<file path="config.mk">
export PLATFORM = sky130hd
export DESIGN_NAME = fpu_normalize
export DESIGN_NICKNAME = d
export VERILOG_FILES = /design/src/rtl/fpu_pkg.sv /design/src/rtl/fpu_round_rne.sv /design/src/rtl/fpu_normalize.sv
export SDC_FILE = /design/constraint.sdc
export NUM_CORES = 1
export LEC_CHECK = 0
export BUFFER_PORTS_ARGS = -buffer_cell sky130_fd_sc_hd__clkbuf_2
export CAP_MARGIN = 20
export CORE_MARGIN = 4
export CORE_UTILIZATION = 43
export CTS_CLUSTER_SIZE = 40
export DETAILED_ROUTE_END_ITERATION = 12
export PLACE_DENSITY = 0.65
export SLEW_MARGIN = 20
export SYNTH_ARGS = -nofsm -noshare
export SYNTH_HDL_FRONTEND = slang
export SYNTH_HIERARCHICAL = 1
export SYNTH_SLANG_ARGS = --single-unit
</file>
<file path="constraint.sdc">
create_clock -name clock -period 3.9 [get_ports clock]
set_input_delay 0.585 -clock clock [delete_from_list [all_inputs] [get_ports clock]]
set_output_delay 0.585 -clock clock [all_outputs]
set_load 0.03 [all_outputs]
</file>
<file path="src/rtl/fpu_pkg.sv">
// Shared single-precision constants, FSM encoding and word layout
// for the add/sub result path.
package fpu_pkg;

  localparam int SIG_W  = 25;
  localparam int FRAC_W = 23;
  localparam int EXP_W  = 8;

  localparam logic [EXP_W-1:0] EXP_MAX  = 8'hFF;
  localparam int               EXP_BIAS = 127;

  localparam logic [1:0] ST_IDLE  = 2'd0;
  localparam logic [1:0] ST_CHECK = 2'd1;
  localparam logic [1:0] ST_SHIFT = 2'd2;
  localparam logic [1:0] ST_DONE  = 2'd3;

  typedef struct packed {
    logic              sign;
    logic [EXP_W-1:0]  exp;
    logic [FRAC_W-1:0] frac;
  } fp32_t;

  function automatic fp32_t fp_pack(
    input logic              s,
    input logic [EXP_W-1:0]  e,
    input logic [FRAC_W-1:0] f
  );
    fp32_t w;
    w.sign = s;
    w.exp  = e;
    w.frac = f;
    return w;
  endfunction

endpackage

</file>
<file path="src/rtl/fpu_round_rne.sv">
// Carry removal: 1-bit right shift, round-half-even,
// exponent bump and overflow to infinity.
module fpu_round_rne
  import fpu_pkg::*;
(
  input  logic [FRAC_W:0]   sig,
  input  logic [EXP_W-1:0]  exp,
  output logic [FRAC_W-1:0] frac,
  output logic [EXP_W-1:0]  exp_rnd,
  output logic              inf
);

  logic [EXP_W:0]  base;
  logic [EXP_W:0]  sum_e;
  logic [FRAC_W:0] sum;

  // shift out the guard bit, round to even, detect overflow
  always_comb begin
    base  = (exp == '0) ? 9'd1 : {1'b0, exp};
    sum   = {1'b0, sig[FRAC_W:1]}
          + {{FRAC_W{1'b0}}, sig[0] & sig[1]};
    sum_e = base + (sum[FRAC_W] ? 9'd2 : 9'd1);
    inf   = sum_e >= {1'b0, EXP_MAX};
    if (inf || sum[FRAC_W]) frac = '0;
    else                    frac = sum[FRAC_W-1:0];
    exp_rnd = inf ? EXP_MAX : sum_e[EXP_W-1:0];
  end

endmodule

</file>
<file path="src/rtl/fpu_normalize.sv">
// Post-add normalise and pack stage: carry round,
// iterative left shift for cancellation, special cases.
module fpu_normalize
  import fpu_pkg::*;
(
  input  logic              clock,
  input  logic              reset,
  input  logic              start,
  input  logic              sign_i,
  input  logic [EXP_W-1:0]  exp_i,
  input  logic [SIG_W-1:0]  sig_i,
  output logic              busy,
  output logic              ready,
  output logic [31:0]       data_o
);

  logic [1:0]        state;
  logic              sgn;
  logic [EXP_W-1:0]  ex;
  logic [SIG_W-1:0]  sg;
  fp32_t             res;

  logic [FRAC_W-1:0] rnd_frac;
  logic [EXP_W-1:0]  rnd_exp;
  logic              rnd_inf;

  fp32_t             chk_res;
  logic              chk_shift;
  logic [SIG_W-1:0]  sh_sig;
  logic [EXP_W-1:0]  sh_exp;
  logic              sh_done;
  fp32_t             sh_res;

  fpu_round_rne u_rnd (
    .sig     (sg[FRAC_W:0]),
    .exp     (ex),
    .frac    (rnd_frac),
    .exp_rnd (rnd_exp),
    .inf     (rnd_inf)
  );

  // classify the captured result in priority order
  always_comb begin
    chk_res   = '0;
    chk_shift = 1'b0;
    if (ex == EXP_MAX) begin
      chk_res = fp_pack(sgn, EXP_MAX, sg[FRAC_W-1:0]);
    end else if (sg == '0) begin
      chk_res = '0;
    end else if (sg[SIG_W-1]) begin
      chk_res = fp_pack(sgn, rnd_exp, rnd_frac);
    end else if (sg[FRAC_W] || ex <= 8'd1) begin
      chk_res = fp_pack(sgn,
                        sg[FRAC_W] ? ex : '0,
                        sg[FRAC_W-1:0]);
    end else begin
      chk_shift = 1'b1;
    end
  end

  // one left-shift step and its exit/pack decision
  always_comb begin
    sh_sig  = sg << 1;
    sh_exp  = ex - 8'd1;
    sh_done = sh_sig[FRAC_W] || (sh_exp == 8'd1);
    sh_res  = fp_pack(sgn,
                      sh_sig[FRAC_W] ? sh_exp : '0,
                      sh_sig[FRAC_W-1:0]);
  end

  // handshake FSM and working registers
  always_ff @(posedge clock or negedge reset) begin
    if (!reset) begin
      state <= ST_IDLE;
      sgn   <= 1'b0;
      ex    <= '0;
      sg    <= '0;
      res   <= '0;
    end else begin
      case (state)
        ST_IDLE: begin
          if (start) begin
            sgn   <= sign_i;
            ex    <= exp_i;
            sg    <= sig_i;
            state <= ST_CHECK;
          end
        end
        ST_CHECK: begin
          if (chk_shift) begin
            state <= ST_SHIFT;
          end else begin
            res   <= chk_res;
            state <= ST_DONE;
          end
        end
        ST_SHIFT: begin
          sg <= sh_sig;
          ex <= sh_exp;
          if (sh_done) begin
            res   <= sh_res;
            state <= ST_DONE;
          end
        end
        ST_DONE: state <= ST_IDLE;
      endcase
    end
  end

  // outputs decode straight from state so reset drops them at once
  always_comb begin
    busy   = (state == ST_CHECK) || (state == ST_SHIFT);
    ready  = (state == ST_DONE);
    data_o = ready ? res : '0;
  end

endmodule

</file>
==> out/metrics.yaml, run 1 <==
placed_design:
  dp_hpwl_microns: 11100
  routabilityCongestion: 0.896
  portBuffers: 70
  pre_cts_slack_ps: 18.1
floorplanning:
  die_w_microns: 119
  io_pins: 71
  die_area_sq_mm: 0.0141
  start_util_pct: 43.8
  core_area_sq_mm: 0.0120
  chipHeight_microns: 119
  placementRows: 40
timing:
  clock.fmax_mhz: 256
  drv_slew: 0
  final-setup-viol-count: 1
  worst_slack_ps: -4.89
  timing.final.crit_period_ps: 3900
  worst_slew_margin_rel_pct: 29.4
  skew_ps: 5.92
  tightest_slew_ps: 1060
  min_period_over_period_pct: 100
  final-hold-violation-count: 0
critical_path:
  cp.depth: 16
  r2r_cells: 16
  start_kind: "flip-flop"
  cp.required_ps: 4120
  worstPathMaxFanout: 7
  worstPathArrival_ps: 4130
  crit_top_cell: "nand4_1"
  crit_path_end_kind: "flip-flop"
  worst_path_max_delay_cell: "or3b_2"
  crit_family: "simple AND/OR/NAND/NOR gates"
  r2r-end: "res[28]$_DFFE_PN0P_"
  path_class: "reg2reg"
  r2r_start: "sg[11]$_DFFE_PN0P_"
  worstPathCellList: "nand4_1 > nor4_2 > nand4_1 > buf_4 > ha_2 > inv_1 > fa_2 > and4b_1 > nand4_1 > o31a_1 > a221oi_4 > buf_4 > or3b_2 > a211oi_2 > o22ai_2 > mux2_4"
  path_buf_inv: 3
  critPathMaxStageDelay_ps: 470
  rrSetupSlack_ps: -5
outcome:
  outcome: "complete, but fails checks"
  violations: "setup timing"
routing:
  viasPerCell: 5.95
  drt-initial-drc-count: 605
  drtAntennaViolNets: 0
  routed_wl_microns: 16200
  wire_per_inst_microns: 18.9
  first_pass_iters: 5
  drc_errors: 0
  vias: 5107
layout:
  final_util_pct: 52.8
  fin_nets: 755
  drive_gt1_share_pct: 25.9
  nFillCells: 1114
  syn_to_final_growth_pct: 20.5
  n_antenna_cell: 0
global_routing:
  grt.total_usage_pct: 22.7
  globalRouteOverflowTotal: 0
  grt_antenna_before_repair: 0
  grt_pass1_vias: 4858
  grt_max_degree: 47
  grt_pass1_wl_microns: 25900
clock_network:
  cts_made_buffers: 9
  root_buffer: "clkbuf_16"
  cts.sink_count: 68
  clk_pin_slew_ps: 60
  cts_max_level: 3
  clkLatencyLatePin_ps: 340
  cts_hold_repair.buffers: 0
  cts_tree: "done"
  clock_path_buffers: 2
yosys:
  synth_common_cells: "71 x nand2_1, 68 x dfrtp_1, 41 x nor3_1"
  postSynthAreaPerCell_sq_um: 8.47
  yosysMostFrequentCell: "nand2_1"
  synth_largest_area_cell: "dfrtp_1"
  synth_ff_type: "dfrtp_1"
  synth.top_cell.area_share_pct: 32.4
  ys_async_sr_fraction_pct: 100
  ys_warn_count: 6
  ys_types: 59
  synth_area_leaders: "dfrtp_1 32%, mux2_4 8.3%, nand2_1 5.1%"
  synth_nets: 670
  syn_area_sq_mm: 0.00526
  syn_inst: 621
  synth-edff-count: 0
  seq_area_frac_synth_pct: 32.4
  ys_ff_latch: 68
power:
  power.density_mw_per_mm2: 245
  leakagePower_nw: 2.94
  total_power_mw: 1.55
  peakVddDrop_mv: 0.162
job:
  max_cap_viol_count: 0
min_path:
  hp-class: "in2async"
## stage by stage
step	std cells	hold WS (ps)	TNS (ps)	cell area, sq um
global placement	836	470	0	5930
floorplan	621	289	0	5260
CTS	852	491	0	6220
finish	858	261	-4.89	6340
global route	858	328	-158	6340
detailed placement	836	486	0	5930
## flip-flops by register name, summed over array words and instances, names as in the netlist
register	cells
ex	8
res	32
state	2
sg	25
sgn	1
## area by class of cell
cell class                 instances  area [sq um]  share of cell area [%]
multi-input combinational        469          3270                    51.6
sequential                        68          1700                    26.9
timing repair buffer             122           759                    12.0
clock buffer                      11           233                    3.67
tap                              147           184                    2.90
inverter                          36           135                    2.13
clock inverter                     5          52.6                   0.829
## power breakdown
group / leakage (nW) / total (mW) / switching (mW) / internal (mW)
clock network: 0.139 / 0.814 / 0.322 / 0.492
logic: 1.87 / 0.0341 / 0.0203 / 0.0138
registers: 0.933 / 0.706 / 0 / 0.706
## routing by layer
layer,up-vias,part of all wire [%],track usage (%)
met5,-,0,0
met4,0,2.1,7.24
met3,27,8.8,5.60
met2,247,44,33.0
met1,2440,45,33.0
li1,2393,-,-
## worst max path at each step
stage | from | endpoint | slack [ps]
after floorplan | sg[3]$_DFFE_PN0P_ | res[10]$_DFFE_PN0P_ | 280
final | sg[11]$_DFFE_PN0P_ | res[28]$_DFFE_PN0P_ | -5
after CTS | sg[10]$_DFFE_PN0P_ | res[6]$_DFFE_PN0P_ | 10
after global placement | sg[17]$_DFFE_PN0P_ | res[6]$_DFFE_PN0P_ | 200
after global routing | sg[12]$_DFFE_PN0P_ | res[28]$_DFFE_PN0P_ | -90
after detailed placement | sg[10]$_DFFE_PN0P_ | res[6]$_DFFE_PN0P_ | 20
## cell families after synthesis
family                     share of synthesized area, %
DFF                                                32.4
muxes                                              9.69
AOI/OAI and AO/OA                                  20.4
and+or+nand+nor                                    22.8
adders and majority gates                          3.00
buffers and inverters                              6.73
xor gates and xnor gates                           5.00
## placed cells by master, fill, tap and decap left out, types with 6 or more instances in the layout
master,Yosys,routed
nand2_1,71,71
clkbuf_2,0,69
dfrtp_1,68,68
buf_4,1,50
nor3_1,41,41
nor2_1,38,38
inv_1,36,36
and2_1,34,34
mux2_4,29,29
o21ai_0,28,28
a31oi_1,27,27
o221ai_1,23,23
a21boi_0,23,23
xnor2_1,17,17
xor2_1,13,13
nand3_1,13,12
nor4_1,9,9
a211oi_1,10,9
ha_1,11,9
clkbuf_16,0,9
nand4_1,7,7
o22ai_1,8,7
nand2b_1,6,6
## repair_timing
item,4_1_cts,5_1_grt
gates resized for setup,0,11
setup buffers,0,5
setup endpoints to repair,0,27
No activity file was read; power rests on OpenSTA's default activity.
==> run 2, diff against run 1 <==
CORE_ASPECT_RATIO = 0.75   (was default)
CORE_UTILIZATION = 30   (was 43)
PLACE_DENSITY = 0.49   (was 0.65)
==> out/metrics.yaml, run 2 (synthesis results as in run 1) <==
outcome:
  outcome: "finished, final reports clean"
timing:
  tightest_slew_ps: 968
  tns_ps: 0
  drv_slew: 0
  worst_slew_margin_rel_pct: 35.4
  rsz0062_at_grt: "true"
  clock.fmax_mhz: 265
  min_period_over_period_pct: 96.7
  final-hold-violation-count: 0
  final-setup-viol-count: 0
  skew_ps: 10.7
  timing.final.crit_period_ps: 3770
power:
  p_sw_mw: 0.368
  power_frac_seq_pct: 41.3
  leakagePower_nw: 2.89
  p_int_mw: 1.34
  share_comb_of_total_power_pct: 2.1
  pwr-share-clk_pct: 56.7
  switching_share_pct: 21.5
  power.density_mw_per_mm2: 266
  peakVddDrop_mv: 0.182
job:
  max_cap_viol_count: 0
placed_design:
  dp_hpwl_microns: 12300
  portBuffers: 70
  dp.cells: 925
  routabilityCongestion: 0.859
clock_network:
  cts_tree: "done"
  cts.sink_count: 68
  cts_made_buffers: 9
  clk_pin_slew_ps: 60
  root_buffer: "clkbuf_16"
  clock_path_buffers: 2
  cts_max_level: 3
  clkLatencyLatePin_ps: 360
  cts_hold_repair.buffers: 0
layout:
  fin_nets: 752
  stdcell_count: 944
  drive_gt1_share_pct: 25.0
  syn_to_final_growth_pct: 22.2
  n_antenna_cell: 0
  reg_top3: "res: 32 flops, sg: 25 flops, ex: 8 flops"
  top_register: "res"
  largest_reg_flops: 32
  final_cell_mix: "71 x nand2_1, 69 x clkbuf_2, 68 x dfrtp_1"
  final_common_cell: "nand2_1"
global_routing:
  grt_pass1_vias: 4678
  globalRouteOverflowTotal: 0
  grt.total_usage_pct: 17.7
  grt_pass1_wl_microns: 27200
  grt_max_degree: 64
  grt_antenna_before_repair: 0
critical_path:
  path_buf_inv: 3
  cp.required_ps: 4140
  start_kind: "flip-flop"
  r2r_start: "sg[13]$_DFFE_PN0P_"
  crit_top_cell: "nand4_1"
  critPathLaunch: "sg[13]$_DFFE_PN0P_"
  r2r_cells: 16
  worstPathCellList: "nand4_1 > nor4_2 > nand4_1 > buf_4 > ha_1 > inv_1 > fa_2 > and4b_1 > nand4_1 > o31a_1 > a221oi_2 > buf_12 > or3b_2 > a211oi_2 > o22ai_1 > mux2_4"
  worstPathMaxFanout: 30
  crit_family: "simple AND/OR/NAND/NOR gates"
  cp.depth: 16
  worstPathArrival_ps: 4010
  worst_path_max_delay_cell: "or3b_2"
  path_class: "reg2reg"
  crit_path_end_kind: "flip-flop"
  critPathMaxStageDelay_ps: 490
floorplanning:
  start_util_pct: 30.9
  die_area_sq_mm: 0.0197
  io_pins: 71
  core_area_sq_mm: 0.0170
  chipHeight_microns: 123
  placementRows: 41
  die_w_microns: 161
routing:
  viasPerCell: 5.24
  drc_errors: 0
  drt-initial-drc-count: 323
  routed_wl_microns: 17300
  drtAntennaViolNets: 0
  wire_per_inst_microns: 18.4
  vias: 4950
  first_pass_iters: 5
min_path:
  hp-class: "in2async"
[run 2: final timing paths]
kind | endpoint | slack, ps
max | res[28]$_DFFE_PN0P_ | 130
min | res[23]$_DFFE_PN0P_ | 260
max reg2reg | res[28]$_DFFE_PN0P_ | 130
min reg2reg | res[0]$_DFFE_PN0P_ | 500
max in group asynchronous | sg[11]$_DFFE_PN0P_ | 2620
min in group clock | sgn$_DFFE_PN0P_ | 480
[run 2: cell type report]
| cell class | count | area (sq um) |
|---|---|---|
| inverter | 36 | 135 |
| timing repair buffer | 119 | 731 |
| tap | 236 | 295 |
| clock buffer | 9 | 225 |
| multi-input combinational | 469 | 3220 |
| sequential | 68 | 1700 |
| fill | 1784 | 10600 |
| clock inverter | 7 | 115 |
[run 2: repair_timing]
item	4_1_cts	5_1_grt
resized for setup	0	2
endpoints found under the setup margin	0	25
setup buffers	0	3
[run 2: power groups by stage]
| stage | clock network [mW] | logic (mW) | registers [mW] |
|---|---|---|---|
| after floorplan | 0 | 0.000274 | 0.719 |
| after global placement | 0 | 0.0371 | 0.718 |
| after detailed placement | 0 | 0.0376 | 0.718 |
| after CTS | 0.982 | 0.0379 | 0.706 |
| after global routing | 1.01 | 0.0417 | 0.705 |
| final | 0.969 | 0.0352 | 0.706 |
[run 2: per-stage QoR]
step | total power, mW | cell area [sq um] | worst slack (ps) | hold slack [ps] | utilization (%)
after global routing | 1.76 | 6430 | -24.8 | 332 | 37.7
after detailed placement | 0.756 | 6060 | 28.2 | 489 | 35.6
final | 1.71 | 6430 | 127 | 261 | 37.7
after global placement | 0.755 | 6060 | 210 | 476 | 35.6
after CTS | 1.73 | 6400 | 27.5 | 290 | 37.6
after floorplan | 0.719 | 5260 | 285 | 289 | -
[run 2: layer usage]
metal	up-vias	GRT usage [%]	share of wire [%]
met5	-	0	0
met4	0	4.69	1.5
met3	22	4.16	7.8
met2	178	24.1	39
met1	2363	27.6	52
li1	2387	-	-
